`src/rtl/uart_rx_deser.sv`:
```
// UART 8N1 receive deserializer: oversamples the synchronized RX line and emits bytes on a valid/ready stream.
// Latency: valid_o rises HalfBit + 9*Divisor + 1 cycles after the synchronized line first reads low.
// Backpressure: one holding register; a byte arriving while it is still full and not being accepted is dropped with an overrun_o pulse.
module uart_rx_deser #(
  parameter int DesiredBaudRate = 9_600,
  parameter int ClockFrequency  = 12_000_000
) (
  input  logic       clk_i,
  input  logic       rst_ni,
  input  logic       rx_i,
  output logic [7:0] data_o,
  output logic       valid_o,
  input  logic       ready_i,
  output logic       frame_err_o,
  output logic       overrun_o,
  output logic       busy_o
);

  localparam int Divisor = ClockFrequency / DesiredBaudRate;
  localparam int HalfBit = Divisor / 2;
  localparam int CntW    = $clog2(Divisor);

  // Need at least a few clocks per bit for the mid-bit sampling scheme to make sense.
  if (Divisor < 4) begin : g_divisor_check
    $error("uart_rx_deser: ClockFrequency/DesiredBaudRate must be at least 4");
  end

  localparam logic [CntW-1:0] HalfLast = CntW'(HalfBit - 1);
  localparam logic [CntW-1:0] BitLast  = CntW'(Divisor - 1);

  typedef enum logic [2:0] {
    IDLE,
    START,
    DATA,
    STOP,
    BREAK
  } state_t;

  logic            rx_meta;
  logic            rx_s;
  state_t          state;
  logic [CntW-1:0] cnt;
  logic [2:0]      bit_idx;
  logic [7:0]      shift;
  logic [7:0]      data_q;
  logic            valid_q;
  logic            frame_err_q;
  logic            overrun_q;
  logic            busy_q;

  // Two-flop synchronizer; resets to the idle (high) line level so reset never looks like a start bit.
  always_ff @(posedge clk_i or negedge rst_ni) begin
    if (!rst_ni) begin
      rx_meta <= 1'b1;
      rx_s    <= 1'b1;
    end else begin
      rx_meta <= rx_i;
      rx_s    <= rx_meta;
    end
  end

  // Receive FSM with the output holding register; all outputs are registered here.
  always_ff @(posedge clk_i or negedge rst_ni) begin
    if (!rst_ni) begin
      state       <= IDLE;
      cnt         <= '0;
      bit_idx     <= 3'd0;
      shift       <= 8'h00;
      data_q      <= 8'h00;
      valid_q     <= 1'b0;
      frame_err_q <= 1'b0;
      overrun_q   <= 1'b0;
      busy_q      <= 1'b0;
    end else begin
      frame_err_q <= 1'b0;
      overrun_q   <= 1'b0;
      // Consumer takes the byte; a commit in the same cycle below overrides this.
      if (valid_q && ready_i) begin
        valid_q <= 1'b0;
      end
      case (state)
        IDLE: begin
          if (!rx_s) begin
            state  <= START;
            cnt    <= '0;
            busy_q <= 1'b1;
          end
        end
        START: begin
          if (cnt == HalfLast) begin
            cnt <= '0;
            if (!rx_s) begin
              state   <= DATA;
              bit_idx <= 3'd0;
            end else begin
              // Line went back high before mid start bit: treat as a glitch.
              state  <= IDLE;
              busy_q <= 1'b0;
            end
          end else begin
            cnt <= cnt + 1'b1;
          end
        end
        DATA: begin
          if (cnt == BitLast) begin
            cnt            <= '0;
            shift[bit_idx] <= rx_s;
            if (bit_idx == 3'd7) begin
              state <= STOP;
            end else begin
              bit_idx <= bit_idx + 3'd1;
            end
          end else begin
            cnt <= cnt + 1'b1;
          end
        end
        STOP: begin
          if (cnt == BitLast) begin
            cnt <= '0;
            if (rx_s) begin
              state  <= IDLE;
              busy_q <= 1'b0;
              if (!valid_q || ready_i) begin
                data_q  <= shift;
                valid_q <= 1'b1;
              end else begin
                overrun_q <= 1'b1;
              end
            end else begin
              frame_err_q <= 1'b1;
              state       <= BREAK;
            end
          end else begin
            cnt <= cnt + 1'b1;
          end
        end
        BREAK: begin
          // Wait for the line to return high so a held-low line cannot retrigger.
          if (rx_s) begin
            state  <= IDLE;
            busy_q <= 1'b0;
          end
        end
        default: begin
          state  <= IDLE;
          busy_q <= 1'b0;
        end
      endcase
    end
  end

  assign data_o      = data_q;
  assign valid_o     = valid_q;
  assign frame_err_o = frame_err_q;
  assign overrun_o   = overrun_q;
  assign busy_o      = busy_q;

endmodule

```
`config.mk`:
```
export PLATFORM = sky130hd
export DESIGN_NAME = uart_rx_deser
export DESIGN_NICKNAME = d
export VERILOG_FILES = /design/src/rtl/uart_rx_deser.sv
export SDC_FILE = /design/constraint.sdc
export NUM_CORES = 1
export LEC_CHECK = 0
export ABC_AREA = 1
export ABC_CLOCK_PERIOD_IN_PS = 1750
export BUFFER_PORTS_ARGS = -buffer_cell sky130_fd_sc_hd__buf_2
export CORE_MARGIN = 2
export CORE_UTILIZATION = 55
export CTS_BUF_LIST = sky130_fd_sc_hd__clkbuf_8 sky130_fd_sc_hd__clkbuf_16
export DETAILED_ROUTE_END_ITERATION = 12
export PLACE_DENSITY = 0.74
export SYNTH_ARGS = -nofsm -noshare
export SYNTH_HDL_FRONTEND = slang
export SYNTH_SLANG_ARGS = --single-unit
```
`constraint.sdc`:
```
create_clock -name clk_i -period 1.75 [get_ports clk_i]
set_input_delay 0.35 -clock clk_i [delete_from_list [all_inputs] [get_ports clk_i]]
set_output_delay 0.35 -clock clk_i [all_outputs]
set_load 0.01 [all_outputs]
```
==> report_table.html <==
<table>
<tr><th>Metric</th><th>Value</th></tr>
<tr><th colspan="2">Floorplanning</th></tr>
<tr><td>Count of pins on the block boundary</td><td>16</td></tr>
<tr><td>DIE AREA</td><td>4600 sq um</td></tr>
<tr><td>X dimension of the die</td><td>67.8 microns</td></tr>
<tr><td>Initial cell density of the core</td><td>0.564</td></tr>
<tr><td>Chip Height</td><td>slightly below 70 microns</td></tr>
<tr><td># rows</td><td>23</td></tr>
<tr><td>Placeable core area</td><td>3970 sq um</td></tr>
<tr><th colspan="2">Drt</th></tr>
<tr><td>Detailed Route Iter0 Violations</td><td>184</td></tr>
<tr><td>DR vias/cell</td><td>5.13</td></tr>
<tr><td>Number of design rule violations left after detail routing</td><td>0</td></tr>
<tr><td>Detailed-route wire length per cell</td><td>approximately 13 microns</td></tr>
<tr><td>Overall routed net length</td><td>4660 microns</td></tr>
<tr><td>Drt pass-1 iters</td><td>4</td></tr>
<tr><td>Via total after detailed routing</td><td>1892</td></tr>
<tr><td>Final antenna-violating net count</td><td>0</td></tr>
<tr><th colspan="2">Timing</th></tr>
<tr><td>Worst Tran Pin Value</td><td>0.419 ns</td></tr>
<tr><td>Slew Limit Fails</td><td>0</td></tr>
<tr><td># setup viols final</td><td>0</td></tr>
<tr><td>Top achievable clock speed</td><td>602 MHz</td></tr>
<tr><td>Setup repair after global routing missed its margin</td><td>yes</td></tr>
<tr><td>Final number of hold-violating endpoints</td><td>0</td></tr>
<tr><td>Period Utilization, post-route</td><td>0.950</td></tr>
<tr><td>Clock Skew</td><td>around 0.0061 ns</td></tr>
<tr><td>Tightest slew margin relative to the limit</td><td>0.721</td></tr>
<tr><td>Worst-case setup margin in the final layout</td><td>0.0877 ns</td></tr>
<tr><td>Final critical delay including setup and external delays</td><td>between 1.5 and 2 ns</td></tr>
<tr><th colspan="2">Worst hold path</th></tr>
<tr><td>Hold Path Stages</td><td>1</td></tr>
<tr><td>Worst min-delay path class</td><td>input pin to register</td></tr>
<tr><td>Endpoint with the worst hold slack</td><td>rx_meta</td></tr>
<tr><td>Critical hold path startpoint</td><td>rx_i</td></tr>
<tr><th colspan="2">Clock tree</th></tr>
<tr><td>Clock slew at reported path FFs</td><td>approximately 0.08 ns</td></tr>
<tr><td>Clk sinks</td><td>39</td></tr>
<tr><td>Root buffer cell</td><td>sky130_fd_sc_hd__clkbuf_8</td></tr>
<tr><td>TritonCTS clock tree</td><td>yes</td></tr>
<tr><td>H-tree lvl count</td><td>2</td></tr>
<tr><td>Total CTS buffers</td><td>5</td></tr>
<tr><td>Maximum buffer depth of the clock tree</td><td>2</td></tr>
<tr><td>Skew-Pair Late Insertion Delay</td><td>0.30 ns</td></tr>
<tr><th colspan="2">Critical path</th></tr>
<tr><td>Element type at the critical path start</td><td>register</td></tr>
<tr><td>Endpoint type of the worst setup path</td><td>register</td></tr>
<tr><td>Worst path arrival time</td><td>1.85 ns</td></tr>
<tr><td>Worst endpoint required time</td><td>1.94 ns</td></tr>
<tr><td>Worst flop-to-flop path endpoint</td><td>data_o[4]</td></tr>
<tr><td>Crit-path leading delay family</td><td>simple AND/OR/NAND/NOR gates</td></tr>
<tr><td>Register-to-register setup slack</td><td>0.09 ns</td></tr>
<tr><td>Cell count along the critical path</td><td>7</td></tr>
<tr><td>Reg2reg path depth</td><td>7</td></tr>
<tr><td>Number of buffer and inverter stages on the critical path</td><td>1</td></tr>
<tr><td>Cell with the biggest individual delay on the critical path</td><td>sky130_fd_sc_hd__dfrtp_1</td></tr>
<tr><td>Cell-by-cell trace of the critical path</td><td>inv_1 &gt; ha_2 &gt; nand4_1 &gt; nor2_4 &gt; nand3_4 &gt; nand2_1 &gt; o21ai_2</td></tr>
<tr><td>Setup CP Type</td><td>register to register</td></tr>
<tr><td>Slowest stage delay, CP</td><td>~0.40 ns</td></tr>
<tr><td>Critical R2R Launch</td><td>cnt[1]</td></tr>
<tr><td>Worst-path maximum fanout</td><td>16</td></tr>
<tr><th colspan="2">Synth</th></tr>
<tr><td>Number of enable-type register cells in the synthesized netlist</td><td>0</td></tr>
<tr><td>Number of distinct library cells after synthesis</td><td>30</td></tr>
<tr><td>Primary flip-flop cell chosen by synthesis mapping</td><td>sky130_fd_sc_hd__dfrtp_1</td></tr>
<tr><td>Summed instance area of the synthesized netlist</td><td>2240 sq um</td></tr>
<tr><td>Syn Area/Cell</td><td>7.88 sq um</td></tr>
<tr><td>Largest cells by area after synthesis</td><td>sky130_fd_sc_hd__dfrtp_1, sky130_fd_sc_hd__nand2_1, sky130_fd_sc_hd__inv_1, sky130_fd_sc_hd__nand3_1, sky130_fd_sc_hd__nor2_1</td></tr>
<tr><td>Yosys Warn Count</td><td>0</td></tr>
<tr><td>Share of the synthesized area in the top cell type</td><td>0.414</td></tr>
<tr><td>Synth async-reset ratio</td><td>1.00</td></tr>
<tr><td>Synth Instances</td><td>284</td></tr>
<tr><td>Synth area leader</td><td>sky130_fd_sc_hd__dfrtp_1</td></tr>
<tr><td>Post-Syn Nets</td><td>293</td></tr>
<tr><td>Post-synthesis register bit count</td><td>39</td></tr>
<tr><td>Proportion of synthesized chip area in sequential cells</td><td>0.437</td></tr>
<tr><th colspan="2">Power and ir drop</th></tr>
<tr><td>Final Power</td><td>1.69 mW</td></tr>
<tr><td>Total power per unit cell area</td><td>654 nW/um^2</td></tr>
<tr><td>Static leakage</td><td>1.35 nW</td></tr>
<tr><td>Maximum VDD drop</td><td>0.409 mV</td></tr>
<tr><th colspan="2">Final layout</th></tr>
<tr><td>Post-layout utilization of the core</td><td>0.653</td></tr>
<tr><td>Total number of nets in the final design</td><td>roughly 330</td></tr>
<tr><td>Area delta synth-&gt;final</td><td>15.8%</td></tr>
<tr><td>Total inserted antenna cells</td><td>0</td></tr>
<tr><td>Most frequent standard cell in the layout excluding fill and tap cells</td><td>sky130_fd_sc_hd__nand2_1</td></tr>
<tr><td>Commonest cells after routing, fill and taps aside</td><td>sky130_fd_sc_hd__nand2_1, sky130_fd_sc_hd__inv_1, sky130_fd_sc_hd__dfrtp_1</td></tr>
<tr><td>Fraction of final layout cells with drive strength greater than 1</td><td>0.229</td></tr>
<tr><td>Non-filler cells in the finished layout</td><td>369</td></tr>
<tr><th colspan="2">Global routing</th></tr>
<tr><td>Maximum number of pins on one net before global-route repair</td><td>22</td></tr>
<tr><td>Vias in the first global route</td><td>1777</td></tr>
<tr><td>Wire length of the first global-routing pass</td><td>8040 microns</td></tr>
<tr><td>Total gr overflow</td><td>0</td></tr>
<tr><td>GRT Overall Usage</td><td>0.235</td></tr>
<tr><td>Antenna violations before repair</td><td>0</td></tr>
<tr><th colspan="2">Run</th></tr>
<tr><td>Total of max-cap violations</td><td>0</td></tr>
<tr><th colspan="2">Outcome</th></tr>
<tr><td>Run status</td><td>complete, no violations</td></tr>
<tr><th colspan="2">Place</th></tr>
<tr><td>Total instance count after detailed placement</td><td>356</td></tr>
<tr><td>Routability cong.</td><td>0.922</td></tr>
<tr><td>Count of input and output buffers</td><td>15</td></tr>
<tr><td>Dpl hpwl</td><td>roughly 3400 microns</td></tr>
<tr><td>Post-place setup slack</td><td>0.0511 ns</td></tr>
</table>
## state kept, by name, indices dropped and copies added (netlist names)
| register | flops |
|---|---|
| bit_idx | 3 |
| busy_o | 1 |
| cnt | 11 |
| data_o | 8 |
| frame_err_o | 1 |
| overrun_o | 1 |
| rx_meta | 1 |
| rx_s | 1 |
| shift | 8 |
| state | 3 |
| valid_o | 1 |
## cell usage after synthesis, types with 3 or more instances
| library cell | count |
|---|---|
| sky130_fd_sc_hd__nor2_1 | 29 |
| sky130_fd_sc_hd__nand2_1 | 72 |
| sky130_fd_sc_hd__nor2_2 | 3 |
| sky130_fd_sc_hd__o21ai_2 | 9 |
| sky130_fd_sc_hd__nand4_1 | 17 |
| sky130_fd_sc_hd__o21ai_0 | 12 |
| sky130_fd_sc_hd__o21ai_1 | 3 |
| sky130_fd_sc_hd__ha_1 | 5 |
| sky130_fd_sc_hd__nand3_1 | 24 |
| sky130_fd_sc_hd__inv_1 | 42 |
| sky130_fd_sc_hd__buf_6 | 3 |
| sky130_fd_sc_hd__nor2_4 | 3 |
| sky130_fd_sc_hd__nand3_2 | 3 |
| sky130_fd_sc_hd__dfrtp_1 | 37 |
## worst reg2reg max path, stage by stage, from the launching register on
cell                      delay, ns
sky130_fd_sc_hd__dfrtp_1       0.40
sky130_fd_sc_hd__inv_1         0.10
sky130_fd_sc_hd__ha_2          0.20
sky130_fd_sc_hd__nand4_1       0.20
sky130_fd_sc_hd__nor2_4        0.24
sky130_fd_sc_hd__nand3_4       0.22
sky130_fd_sc_hd__nand2_1       0.15
sky130_fd_sc_hd__o21ai_2       0.06
## layer usage
| metal | global-route usage | wire [microns] | part of all wire |
|---|---|---|---|
| met1 | 0.323 | 2230 | 0.48 |
| met2 | 0.371 | 2130 | 0.46 |
| met3 | 0.0500 | 232 | 0.050 |
| met4 | 0.0750 | 63 | 0.014 |
| met5 | 0 | 0 | 0 |
## kinds of logic (layout without fill, tap and decap cells)
family                     Yosys count  count (layout)  synth area share
buffers and inverters               48              83            0.0905
adders and majority gates            5               5            0.0279
DFF                                 39              39             0.437
AOI/OAI and AO/OA                   28              28            0.0816
and+or+nand+nor                    162             162             0.355
xor gates and xnor gates             2               2           0.00783
## worst max-delay path by stage
stage / start / end / slack [ns]
2_1_floorplan: cnt[1] / data_o[5] / 0.26
3_3_place_gp: cnt[1] / data_o[4] / 0.11
3_5_place_dp: cnt[1] / data_o[4] / 0.05
4_1_cts: cnt[1] / data_o[4] / 0.04
5_1_grt: cnt[1] / data_o[6] / -0.05
6_report: cnt[1] / data_o[4] / 0.09
## where the power goes
| part | total [mW] | internal (mW) | switching (mW) | leakage, nW |
|---|---|---|---|---|
| Clock | 0.754 | 0.424 | 0.330 | 0.0581 |
| Combinational | 0.0305 | 0.00747 | 0.0230 | 0.774 |
| Sequential | 0.910 | 0.905 | 0.00483 | 0.518 |
## what timing repair did
item / 4_1_cts / 5_1_grt
hold buffers: 1 / 0
setup buffers: 0 / 4
hold endpoints to repair: 16 / 0
endpoints found under the setup margin: 0 / 16
gates resized for setup: 0 / 5
## per-stage QoR
step	hold slack, ns	cell area [sq um]	setup TNS, ns
after floorplan	0.0544	2240	0
after global placement	0.313	2420	0
after detailed placement	0.313	2420	0
after CTS	0.140	2550	0
after global routing	0.135	2590	-0.324
final	0.144	2590	0
## final cells by class
type | instances | area [sq um]
clock buffers | 5 | 68.8
clock inverters | 3 | 43.8
fillers | 331 | 1380
inverters | 43 | 161
multi-input cells | 197 | 1070
flip-flops and latches | 39 | 978
well taps | 50 | 62.6
repair buffers | 32 | 205
(Power assumes the default switching activity.)
